[src/rtl/pong_pkg.sv]
// Shared pong datapath definitions: FSM state, field geometry and the
// saturating single-cell move helper.
package pong_pkg;

  typedef enum logic [1:0] {IDLE, RUN, OVER} state_t;

  localparam int POS_W = 3;
  localparam logic [POS_W-1:0] POS_MIN    = 3'd0;
  localparam logic [POS_W-1:0] POS_MAX    = 3'd7;
  localparam logic [POS_W-1:0] PADDLE_ROW = 3'd6;
  localparam logic [POS_W-1:0] END_ROW    = 3'd7;

  // One cell toward dir (0 = +1, 1 = -1), clamped to [POS_MIN, hi].
  function automatic logic [POS_W-1:0] step_pos(input logic [POS_W-1:0] p,
                                                input logic             dir,
                                                input logic [POS_W-1:0] hi);
    logic [POS_W-1:0] r;
    r = p;
    if (dir) begin
      if (p != POS_MIN) r = p - 1'b1;
    end else begin
      if (p != hi) r = p + 1'b1;
    end
    return r;
  endfunction

endpackage

[src/rtl/move_tick.sv]
// Reloadable down-counter: tick fires while enabled with count at zero,
// and the same edge reloads period-1.
module move_tick #(
  parameter int CW      = 4,
  parameter int RST_VAL = 7
) (
  input  logic          clk,
  input  logic          rst_n,
  input  logic          en,
  input  logic          load,
  input  logic [CW-1:0] period,
  output logic          tick
);

  logic [CW-1:0] cnt;

  assign tick = en && (cnt == '0);

  always_ff @(posedge clk or negedge rst_n) begin
    if (!rst_n)            cnt <= CW'(RST_VAL);
    else if (load || tick) cnt <= period - 1'b1;
    else if (en)           cnt <= cnt - 1'b1;
  end

endmodule

[src/rtl/ball_motion.sv]
// Ball position stage: IDLE/RUN/OVER FSM stepping a saturating (x,y) once per
// period. Define BALL_SPEEDUP_EN to shorten the period on each paddle hit.
module ball_motion
  import pong_pkg::*;
#(
  parameter int MOVE_DIV = 8,
  parameter int START_X  = 3,
  parameter int START_Y  = 1,
  parameter int MIN_DIV  = 2
) (
  input  logic             clk,
  input  logic             rst_n,
  input  logic             start,
  input  logic             dir_x,
  input  logic             dir_y,
  input  logic             endgame,
  output logic [POS_W-1:0] x_pos,
  output logic [POS_W-1:0] y_pos,
  output logic             running,
  output logic             game_over,
  output logic             step
);

  localparam int CW = $clog2(MOVE_DIV + 1);

  state_t        state, state_nxt;
  logic          tick, move, load, hit;
  logic [CW-1:0] period, period_nxt;

  assign load = start && (state != RUN);
  assign move = tick && !endgame;
  assign hit  = move && (y_pos == PADDLE_ROW) && dir_y;

`ifdef BALL_SPEEDUP_EN
  // Counter reloads from period_nxt so a hit already shortens the next interval.
  always_comb begin
    period_nxt = period;
    if (load)                           period_nxt = CW'(MOVE_DIV);
    else if (hit && period > CW'(MIN_DIV)) period_nxt = period - 1'b1;
  end

  always_ff @(posedge clk or negedge rst_n) begin
    if (!rst_n) period <= CW'(MOVE_DIV);
    else        period <= period_nxt;
  end
`else
  assign period     = CW'(MOVE_DIV);
  assign period_nxt = period;
`endif

  move_tick #(.CW(CW), .RST_VAL(MOVE_DIV - 1)) u_tick (
    .clk    (clk),
    .rst_n  (rst_n),
    .en     (state == RUN),
    .load   (load),
    .period (period_nxt),
    .tick   (tick)
  );

  always_ff @(posedge clk or negedge rst_n) begin
    if (!rst_n) state <= IDLE;
    else        state <= state_nxt;
  end

  always_comb begin
    state_nxt = state;
    case (state)
      IDLE:    if (start)   state_nxt = RUN;
      RUN:     if (endgame) state_nxt = OVER;
      OVER:    if (start)   state_nxt = RUN;
      default:              state_nxt = IDLE;
    endcase
  end

  always_comb begin
    running   = (state == RUN);
    game_over = (state == OVER);
  end

  always_ff @(posedge clk or negedge rst_n) begin
    if (!rst_n) begin
      x_pos <= POS_W'(START_X);
      y_pos <= POS_W'(START_Y);
      step  <= 1'b0;
    end else begin
      step <= move;
      if (load) begin
        x_pos <= POS_W'(START_X);
        y_pos <= POS_W'(START_Y);
      end else if (move) begin
        x_pos <= step_pos(x_pos, dir_x, POS_MAX);
        y_pos <= step_pos(y_pos, dir_y, END_ROW);
      end
    end
  end

endmodule

[config.mk]
export PLATFORM = sky130hd
export DESIGN_NAME = ball_motion
export DESIGN_NICKNAME = d
export VERILOG_FILES = /design/src/rtl/pong_pkg.sv /design/src/rtl/move_tick.sv /design/src/rtl/ball_motion.sv
export SDC_FILE = /design/constraint.sdc
export NUM_CORES = 1
export LEC_CHECK = 0
export BUFFER_PORTS_ARGS = -buffer_cell sky130_fd_sc_hd__buf_2
export CORE_UTILIZATION = 35
export CTS_CLUSTER_DIAMETER = 40
export DETAILED_ROUTE_END_ITERATION = 7
export GPL_TIMING_DRIVEN = 0
export HOLD_SLACK_MARGIN = 0.02
export SYNTH_ARGS = -nofsm -noshare
export SYNTH_HDL_FRONTEND = slang
export SYNTH_HIERARCHICAL = 1
export SYNTH_SLANG_ARGS = --single-unit
[constraint.sdc]
create_clock -name clk -period 2.5 [get_ports clk]
set_input_delay 0.5 -clock clk [delete_from_list [all_inputs] [get_ports clk]]
set_output_delay 0.5 -clock clk [all_outputs]
set_load 0.03 [all_outputs]
==> metrics.txt, run 1 <==
outcome=finished, final reports clean; Detailed Place HPWL=approximately 1300 um; DR vias/cell=~4.8; Netlist Area Pre-Place=roughly 850 sq um; GPL Wtd Cong=about 0.75; Main synth FF type=dfrtp_1; Max VDD drop=0.531 mV; height of the die=around 50 um; vias post-DR=between 600 and 700; Data required, critical path=2.72 ns; share of layout cells above drive strength 1=0.284; pwr dens=712 nW/um^2; slowest CP cell=or4b_4; Synth top area share=0.206; Hold Slack=about 0.1 ns; chip width=between 50 and 60 um; Final nets=approximately 130; DRT Pass-1 Iters=4; max-slew violations=0; Seq/Total Area, Yosys=0.391; Synth top cells by count=8 x inv_1, 7 x dfrtp_1, 6 x a21oi_1, 6 x dfstp_2, 4 x mux2i_1; CP Capture Type=register; pin slew with the least headroom to its limit=~0.62 ns; RSZ-0062 raised after global routing=false; Avg WL per Cell=between 10 and 15 um; # diodes=0; Worst Skew=0.00560 ns; Yosys reg bits=13; Max Cap Viol=0; overall die area=~2600 sq um; Clk pin slew, worst setup/hold paths=0.08 ns; crit-path max cell delay=0.52 ns; Ys Warns=6; setup TNS=0 ns; cts hold-fix bufs=0; H-tree Lvls=1; final wirelength=between 1500 and 2000 um; # port buffers=14; pin count of the biggest net entering global routing=14; clk sinks=13; period utilization=0.919; critical path buffer and inverter count=2; crit path max fanout=10; Initial Util=0.377; gr usage total=0.142; Crit Path Category=reg -> reg; largest area contributor in the netlist=dfrtp_1; Boundary Pins=15; Synth Instances=84; CTS Buf Count=3; Netlist cell types=38; CTS Root Cell=clkbuf_4; Initial DRC Count=9; grt ovf=0; Period minus WS final=around 2.3 ns; DRC viols=0; Crit path max-delay family=simple AND/OR/NAND/NOR gates; Clock Latency Late Sink=between 0.2 and 0.3 ns; max_slew headroom=0.582; post-CTS setup buffer count=0; Area Growth Syn to Fin=22.6%; Min-Delay Path Class=in -> async; Clock Path Buffers=2; synthesized area per cell=between 10 and 15 sq um; fmax=~440 MHz; initial antenna violation count=0; vias in the first global route=~630; most instantiated library cell after synthesis=inv_1; number of synthesized flops with an enable pin=0; ANT nets after route=0; Worst Setup Start Kind=register; Reg2Reg Setup Slack=0.20 ns; row cnt=17; Final Hold Fails=0; CTS tree=done; first-pass GRT wire length=approximately 2800 um; Leak Pwr=0.499 nW; largest cells by area after synthesis=dfrtp_1 21%, dfstp_2 19%, fa_1 4.7%, mux2i_1 4.7%, a21oi_1 3.5%; Critical Path AT=roughly 2.5 ns; final setup vio count=0; worst path cell trace=nand2b_1 > inv_2 > or4b_4 > nor2_2 > nand2b_4 > buf_6 > or4_1 > nand3_1; ys async rst share=1.00; Core Box Area=about 2300 sq um
-- routing by layer --
metal | global-route usage | vias to the layer above | share of wire
li1 | - | 361 | -
met1 | 0.171 | 319 | 0.46
met2 | 0.246 | 15 | 0.48
met3 | 0.0565 | 0 | 0.062
met4 | 0.0135 | 0 | 0
met5 | 0 | - | 0
-- worst reg2reg max path, cell delays in order (launching register included) --
cell and delay (ns):
dfrtp_1 0.37, nand2b_1 0.22, inv_2 0.18, or4b_4 0.52, nor2_2 0.18, nand2b_4 0.06, buf_6 0.13, or4_1 0.50
nand3_1 0.10
-- layout by cell type, fill, tap and decap left out, drive strengths merged --
cell	instances
a311o	1
nor3b	1
fa	2
o311ai	2
o21ai	5
o21a	1
or2	1
inv	8
dfrtp	7
or4	2
a21o	2
or3b	1
nor2b	1
nand2b	2
nand3b	2
nor4b	2
xor2	1
xnor2	3
conb	16
clkbuf	4
o31ai	3
and4b	2
a21oi	6
mux2i	4
ha	1
a22oi	1
buf	15
nand2	3
nand3	1
nor4	1
nor2	3
a22o	1
dfstp	6
or4b	1
a211oi	3
o22ai	1
-- power by group --
part,switching (W),internal (W)
Combinational,0.000154,0.000119
Clock,0.0000700,0.0000618
Sequential,0.0000550,0.000283
-- final timing paths --
| path | from | end | cells past startpoint |
|---|---|---|---|
| worst max-delay path | state[1]$_DFFE_PN0P_ | y_pos[0]$_DFFE_PN1P_ | 8 |
| worst min-delay path | rst_n | state[0]$_DFFE_PN0P_ | 1 |
| worst max register to register | state[1]$_DFFE_PN0P_ | y_pos[0]$_DFFE_PN1P_ | 8 |
| worst min register to register | u_tick/cnt[1]$_DFFE_PN1P_ | u_tick/cnt[1]$_DFFE_PN1P_ | 2 |
| max in group asynchronous | rst_n | u_tick/cnt[0]$_DFFE_PN1P_ | 1 |
| min in group clk | endgame | state[0]$_DFFE_PN0P_ | 2 |
-- cell type report --
class | instances | area [sq um]
Fill cell | 229 | 1210
Multi-Input combinational cell | 76 | 538
Sequential cell | 13 | 333
Timing Repair Buffer | 14 | 70.1
Tap cell | 28 | 35.0
Inverter | 8 | 30.0
Clock buffer | 4 | 26.3
Buffer | 1 | 11.3
-- registers in the layout, indices dropped and copies added (netlist names) --
name and cells:
state 2, u_tick/cnt 4, y_pos 3, step 1, x_pos 3
-- timing repair --
item | 4_1_cts | 5_1_grt
endpoints found under the setup margin | 1 | 2
resized for setup | 1 | 2
hold endpoints to repair | 0 | 0
-- cells by family after synthesis --
family          share of synthesized area
compound gates                      0.209
xor+xnor                           0.0412
fa+ha+maj                          0.0618
buf+inv                            0.0485
flops                               0.391
mux                                0.0471
other cells                       0.00883
simple gates                        0.193
-- metrics by stage --
step                      worst slack (ns)  std cells  power (W)  utilization  area, sq um
final                                0.202        144   0.000743        0.463         1040
after CTS                           0.0794        144   0.000750        0.459         1030
after global placement              0.0515        140   0.000604        0.447         1010
after floorplan                     0.0653         98   0.000542            -          903
after detailed placement            0.0100        140   0.000613        0.447         1010
after global routing                0.0198        144   0.000802        0.463         1040
(Power assumes the default switching activity.)
==> inputs of run 2 (changes only) <==
Settings changed: CTS_BUF_LIST from default to sky130_fd_sc_hd__clkbuf_8.
==> run 2 against run 1 <==
Against the previous run:
- die area unchanged
- register-to-register slack hardly changed
- clock power rose by 39%
- final cell count did not move
- worst hold slack better by 0.041 ns
- wire length is 0.72% higher
- first-iteration DRC count stayed put
- core utilization is 0.83 points higher
- clock skew shrank 0.0042 ns
- sequential cell count did not move
- critical endpoint unchanged
==> metrics.txt, run 2 (synthesis gave the netlist of run 1 again) <==
outcome=finished, final reports clean (unchanged); # port buffers=14 (unchanged); max_slew headroom=0.582 (about the same); max reg flops=4 (unchanged); Area Growth Syn to Fin=24.9% (was 22.6%); # diodes=0 (unchanged); Crit Path Category=reg -> reg (unchanged); initial antenna violation count=0 (unchanged); fin cells=144 (unchanged); ANT nets after route=0 (unchanged); Period minus WS final=2.30 ns (about the same); Critical Path AT=2.48 ns (was 2.52 ns); post-CTS setup buffer count=0 (unchanged); gr usage total=0.145 (was 0.142); setup TNS=0 ns (unchanged); DRT Pass-1 Iters=4 (unchanged); period utilization=0.919 (about the same); CTS tree=done (unchanged); crit path max fanout=10 (unchanged); largest registers=u_tick/cnt: 4 flops, x_pos: 3 flops, y_pos: 3 flops (unchanged); pwr dens=749 nW/um^2 (was 712 nW/um^2); Worst Setup Start Kind=register (unchanged); Core Box Area=2250 sq um (unchanged); Clk pin slew, worst setup/hold paths=0.06 ns (was 0.08 ns); cts hold-fix bufs=0 (unchanged); fmax=435 MHz (about the same); first-pass GRT wire length=2810 um (was 2770 um); Worst Skew=0.00140 ns (was 0.00560 ns); overall die area=2630 sq um (unchanged); CTS Buf Count=3 (unchanged); chip width=51.3 um (unchanged); share of layout cells above drive strength 1=0.284 (unchanged); worst reg2reg path depth=8 (unchanged); RSZ-0062 raised after global routing=false (unchanged); Max VDD drop=0.349 mV (was 0.531 mV); commonest non-fill, non-tap cells in the layout=16 x conb_1, 14 x buf_2, 8 x inv_1 (was 16 x conb_1, 14 x buf_2, 7 x inv_1, 7 x dfrtp_1); register area=333 sq um (unchanged); Boundary Pins=15 (unchanged); grt ovf=0 (unchanged); clk sinks=13 (unchanged); Detailed Place HPWL=1290 um (unchanged); Clock Latency Late Sink=0.24 ns (was 0.27 ns); Final nets=126 (unchanged); Min-Delay Path Class=in -> async (unchanged); DRC viols=0 (unchanged); Initial DRC Count=9 (unchanged); H-tree Lvls=1 (unchanged); reg2reg end=y_pos[0]$_DFFE_PN1P_ (unchanged); Multi-input gate area=538 sq um (unchanged); DR vias/cell=4.88 (was 4.83); fill count=228 (was 229); Reg with most FFs=u_tick/cnt (unchanged); dpl cells=140 (unchanged); Reg2Reg Setup Slack=0.20 ns (about the same); Final Hold Fails=0 (unchanged); Max Cap Viol=0 (unchanged); worst r2r src=state[1]$_DFFE_PN0P_ (unchanged); vias in the first global route=635 (was 633); CP Capture Type=register (unchanged); Avg WL per Cell=11.7 um (was 11.6 um); max-slew violations=0 (unchanged); pin slew with the least headroom to its limit=0.619 ns (about the same); pin count of the biggest net entering global routing=14 (unchanged); Clock Path Buffers=2 (unchanged); commonest non-fill, non-tap cell in the layout=conb_1 (unchanged); Data required, critical path=2.68 ns (was 2.72 ns); final wirelength=1680 um (was 1670 um); CTS Root Cell=clkbuf_8 (was clkbuf_4); vias post-DR=703 (was 695); final setup vio count=0 (unchanged); Leak Pwr=0.511 nW (was 0.499 nW); GPL Wtd Cong=0.753 (unchanged); height of the die=51.3 um (unchanged); row cnt=17 (unchanged); Initial Util=0.377 (unchanged)
## run 2: changes by cell type in the layout (fill, tap and decap cells not counted)
cell and change:
clkbuf_8 +3, inv_1 +1, clkbuf_4 -3, clkbuf_1 -1
## run 2: layout make-up
class                   instances  share of cell area
clock buffers                   3              0.0389
well taps                      28              0.0330
clock inverters                 1             0.00353
inverters                       8              0.0283
multi-input cells              76               0.506
plain buffers                   1              0.0106
repair buffers                 14              0.0660
flip-flops and latches         13               0.313
## run 2: worst max path at each step
| stage | from | endpoint | cells after the start |
|---|---|---|---|
| after global placement | state[1]$_DFFE_PN0P_ | y_pos[2]$_DFFE_PN0P_ | 8 |
| after floorplan | state[1]$_DFFE_PN0P_ | y_pos[0]$_DFFE_PN1P_ | 8 |
| after detailed placement | state[1]$_DFFE_PN0P_ | y_pos[2]$_DFFE_PN0P_ | 8 |
| after global routing | state[1]$_DFFE_PN0P_ | y_pos[0]$_DFFE_PN1P_ | 8 |
| final | state[1]$_DFFE_PN0P_ | y_pos[0]$_DFFE_PN1P_ | 8 |
| after CTS | state[1]$_DFFE_PN0P_ | y_pos[2]$_DFFE_PN0P_ | 8 |
## run 2: worst max-delay path: stages, from the launching register on
cell	delay (ns)
dfrtp_1	0.36
nand2b_1	0.22
inv_2	0.18
or4b_4	0.52
nor2_2	0.18
nand2b_4	0.06
buf_6	0.13
or4_1	0.49
nand3_1	0.10
## run 2: repair_timing
item	CTS	global route
pin swaps	0	0
endpoints found under the setup margin	1	2
resized for setup	1	2
## run 2: layer usage
metal	GRT usage	wire, um	share of wire
met1	0.173	771	0.46
met2	0.246	791	0.47
met3	0.0565	104	0.062
met4	0.0270	10	0.0060
met5	0	0	0
## run 2: through the flow
| stage | power, W | util | worst slack [ns] | hold slack, ns | instance area [sq um] |
|---|---|---|---|---|---|
| 3_5_place_dp | 0.000613 | 0.447 | 0.0100 | 0.413 | 1010 |
| 5_1_grt | 0.000858 | 0.471 | 0.0325 | 0.160 | 1060 |
| 3_3_place_gp | 0.000604 | 0.447 | 0.0515 | 0.410 | 1010 |
| 2_1_floorplan | 0.000542 | - | 0.0653 | 0.204 | 903 |
| 6_report | 0.000796 | 0.471 | 0.202 | 0.139 | 1060 |
| 4_1_cts | 0.000805 | 0.467 | 0.0879 | 0.148 | 1050 |
## run 2: report_power, final
group,total [W],switching [W],internal [W],leakage [nW]
clock,0.000184,0.0000760,0.000108,0.0269
combinational,0.000273,0.000154,0.000119,0.328
sequential,0.000338,0.0000549,0.000283,0.156
==> inputs of run 3 (changes only) <==
--- a/config.mk
+++ b/config.mk
@@ -7,4 +7,5 @@
 export LEC_CHECK = 0
 export BUFFER_PORTS_ARGS = -buffer_cell sky130_fd_sc_hd__buf_2
+export CORE_MARGIN = 4
 export CORE_UTILIZATION = 35
 export CTS_BUF_LIST = sky130_fd_sc_hd__clkbuf_8
@@ -13,4 +14,5 @@
 export GPL_TIMING_DRIVEN = 0
 export HOLD_SLACK_MARGIN = 0.02
+export REMOVE_ABC_BUFFERS = 1
 export SYNTH_ARGS = -nofsm -noshare
 export SYNTH_HDL_FRONTEND = slang
==> constraint.sdc (replaced) <==
create_clock -name clk -period 2.5 [get_ports clk]
set_input_delay 0.125 -clock clk [delete_from_list [all_inputs] [get_ports clk]]
set_output_delay 0.125 -clock clk [all_outputs]
set_load 0.03 [all_outputs]
==> run 3 against run 2 <==
Against the previous run:
- first-iteration DRC count rose by 67%
- critical path type unchanged
- critical path depth fell by 1
- fmax rose by 2.6%
- critical endpoint unchanged
- final cell count did not move
- register-to-register slack improved by 0.06 ns
- sequential share of layout area barely moved
- global-route usage fell by 2.6 points
- die area rose by 25%
==> metrics.txt, run 3 (synthesis gave the netlist of run 1 again) <==
outcome=finished, final reports clean (unchanged); setup TNS=0 ns (unchanged); Clk pin slew, worst setup/hold paths=0.06 ns (about the same); Pwr Total=0.000797 W (was 0.000796 W); fin cells=144 (unchanged); Worst Setup Start Kind=register (unchanged); Max Cap Viol=0 (unchanged); largest registers=u_tick/cnt: 4 flops, x_pos: 3 flops, y_pos: 3 flops (unchanged); pwr dens=751 nW/um^2 (was 749 nW/um^2); H-tree Lvls=1 (unchanged); Hold Slack=0.108 ns (was 0.139 ns); pin slew with the least headroom to its limit=0.637 ns (was 0.619 ns); max-slew violations=0 (unchanged); RSZ-0062 raised after global routing=false (unchanged); fill count=234 (was 228); Initial Util=0.377 (unchanged); dpl cells=139 (was 140); chip width=57.3 um (was 51.3 um); Final nets=126 (unchanged); critical path buffer and inverter count=1 (was 2); hold path depth=2; GPL Wtd Cong=0.749 (was 0.753); Min-Delay Path Class=in -> reg (was in -> async); final wirelength=1740 um (was 1680 um); Period minus WS final=2.24 ns (was 2.30 ns); max reg flops=4 (unchanged); DR vias/cell=4.94 (was 4.88); overall die area=3280 sq um (was 2630 sq um); Reg with most FFs=u_tick/cnt (unchanged); Clock Latency Late Sink=0.24 ns (about the same); pin count of the biggest net entering global routing=14 (unchanged); slowest CP cell=or4b_4 (unchanged); commonest non-fill, non-tap cells in the layout=16 x conb_1, 14 x buf_2, 8 x inv_1 (unchanged); Boundary Pins=15 (unchanged); CTS Root Cell=clkbuf_8 (unchanged); Crit Path Category=reg -> reg (unchanged); post-CTS setup buffer count=0 (unchanged); row cnt=17 (unchanged); DRC viols=0 (unchanged); gr usage total=0.119 (was 0.145); DRT Pass-1 Iters=4 (unchanged); Clock Path Buffers=2 (unchanged); max_slew headroom=0.570 (was 0.582); # port buffers=14 (unchanged); crit-path max cell delay=0.52 ns (about the same); CP Capture Type=register (unchanged); Area Growth Syn to Fin=24.7% (was 24.9%); crit path max fanout=10 (unchanged); share of layout cells above drive strength 1=0.276 (was 0.284); Worst path depth=7 (was 8); Core Box Area=2250 sq um (unchanged); Avg WL per Cell=12.1 um (was 11.7 um); # diodes=0 (unchanged); Worst Skew=0.00132 ns (was 0.00140 ns); vias in the first global route=678 (was 635); Initial DRC Count=15 (was 9); period utilization=0.896 (was 0.919); Leak Pwr=0.509 nW (was 0.511 nW); Max VDD drop=0.427 mV (was 0.349 mV); worst reg2reg path depth=7 (was 8); Final Hold Fails=0 (unchanged); CTS Buf Count=3 (unchanged); commonest non-fill, non-tap cell in the layout=conb_1 (unchanged); ANT nets after route=0 (unchanged); grt ovf=0 (unchanged); Data required, critical path=2.68 ns (about the same); first-pass GRT wire length=3050 um (was 2810 um); vias post-DR=712 (was 703); initial antenna violation count=0 (unchanged); Crit path max-delay family=simple AND/OR/NAND/NOR gates (unchanged); Detailed Place HPWL=1320 um (was 1290 um); final core utilization=0.471 (about the same); height of the die=57.3 um (was 51.3 um); worst path cell trace=nand2b_1 > inv_2 > or4b_4 > nor2_2 > nand2b_4 > or4_1 > nand3_1 (was nand2b_1 > inv_2 > or4b_4 > nor2_2 > nand2b_4 > buf_6 > or4_1 > nand3_1); clk sinks=13 (unchanged); fmax=446 MHz (was 435 MHz); CTS tree=done (unchanged); final setup vio count=0 (unchanged); Critical Path AT=2.42 ns (was 2.48 ns)
## run 3: cell types whose count changed in the layout (fill, tap and decap cells not counted), sizes merged
cell	before	now
buf	15	14
dlygate4sd3	0	1
## run 3: area by class of cell
class,count,area (sq um),area share
timing repair buffer,15,80.1,0.0755
clock buffer,3,41.3,0.0389
inverter,8,30.0,0.0283
sequential,13,333,0.314
clock inverter,1,3.75,0.00354
multi-input combinational,76,538,0.507
tap,28,35.0,0.0330
## run 3: metrics by stage
step	worst slack (ns)	instance area, sq um
4_1_cts	0.0864	1050
5_1_grt	0.0700	1060
3_3_place_gp	0.0843	997
2_1_floorplan	0.145	892
3_5_place_dp	0.0638	997
6_report	0.260	1060
## run 3: where the power goes
group	internal (W)	switching (W)
Clock	0.000108	0.0000757
Combinational	0.000118	0.000155
Sequential	0.000283	0.0000566
Total	0.000510	0.000287
## run 3: path summary, 6_finish.rpt
kind / from / to / slack [ns]
worst min register to register: u_tick/cnt[1]$_DFFE_PN1P_ / u_tick/cnt[1]$_DFFE_PN1P_ / 0.49
worst min-delay path: endgame / state[0]$_DFFE_PN0P_ / 0.11
min in group asynchronous: rst_n / step$_DFF_PN0_ / 0.30
worst max-delay path: state[1]$_DFFE_PN0P_ / y_pos[0]$_DFFE_PN1P_ / 0.26
worst max register to register: state[1]$_DFFE_PN0P_ / y_pos[0]$_DFFE_PN1P_ / 0.26
max in group asynchronous: rst_n / u_tick/cnt[1]$_DFFE_PN1P_ / 1.92
## run 3: timing repair
item                       in CTS  in global routing
hold buffers                    1                  0
setup endpoints to repair       1                  1
hold endpoints to repair        7                  0
resized for setup               1                  2
## run 3: routing by layer
layer	part of all wire	GRT usage	wire length (um)
met1	0.43	0.141	755
met2	0.52	0.210	903
met3	0.047	0.0271	82
met4	0	0.0397	0
met5	0	0	0
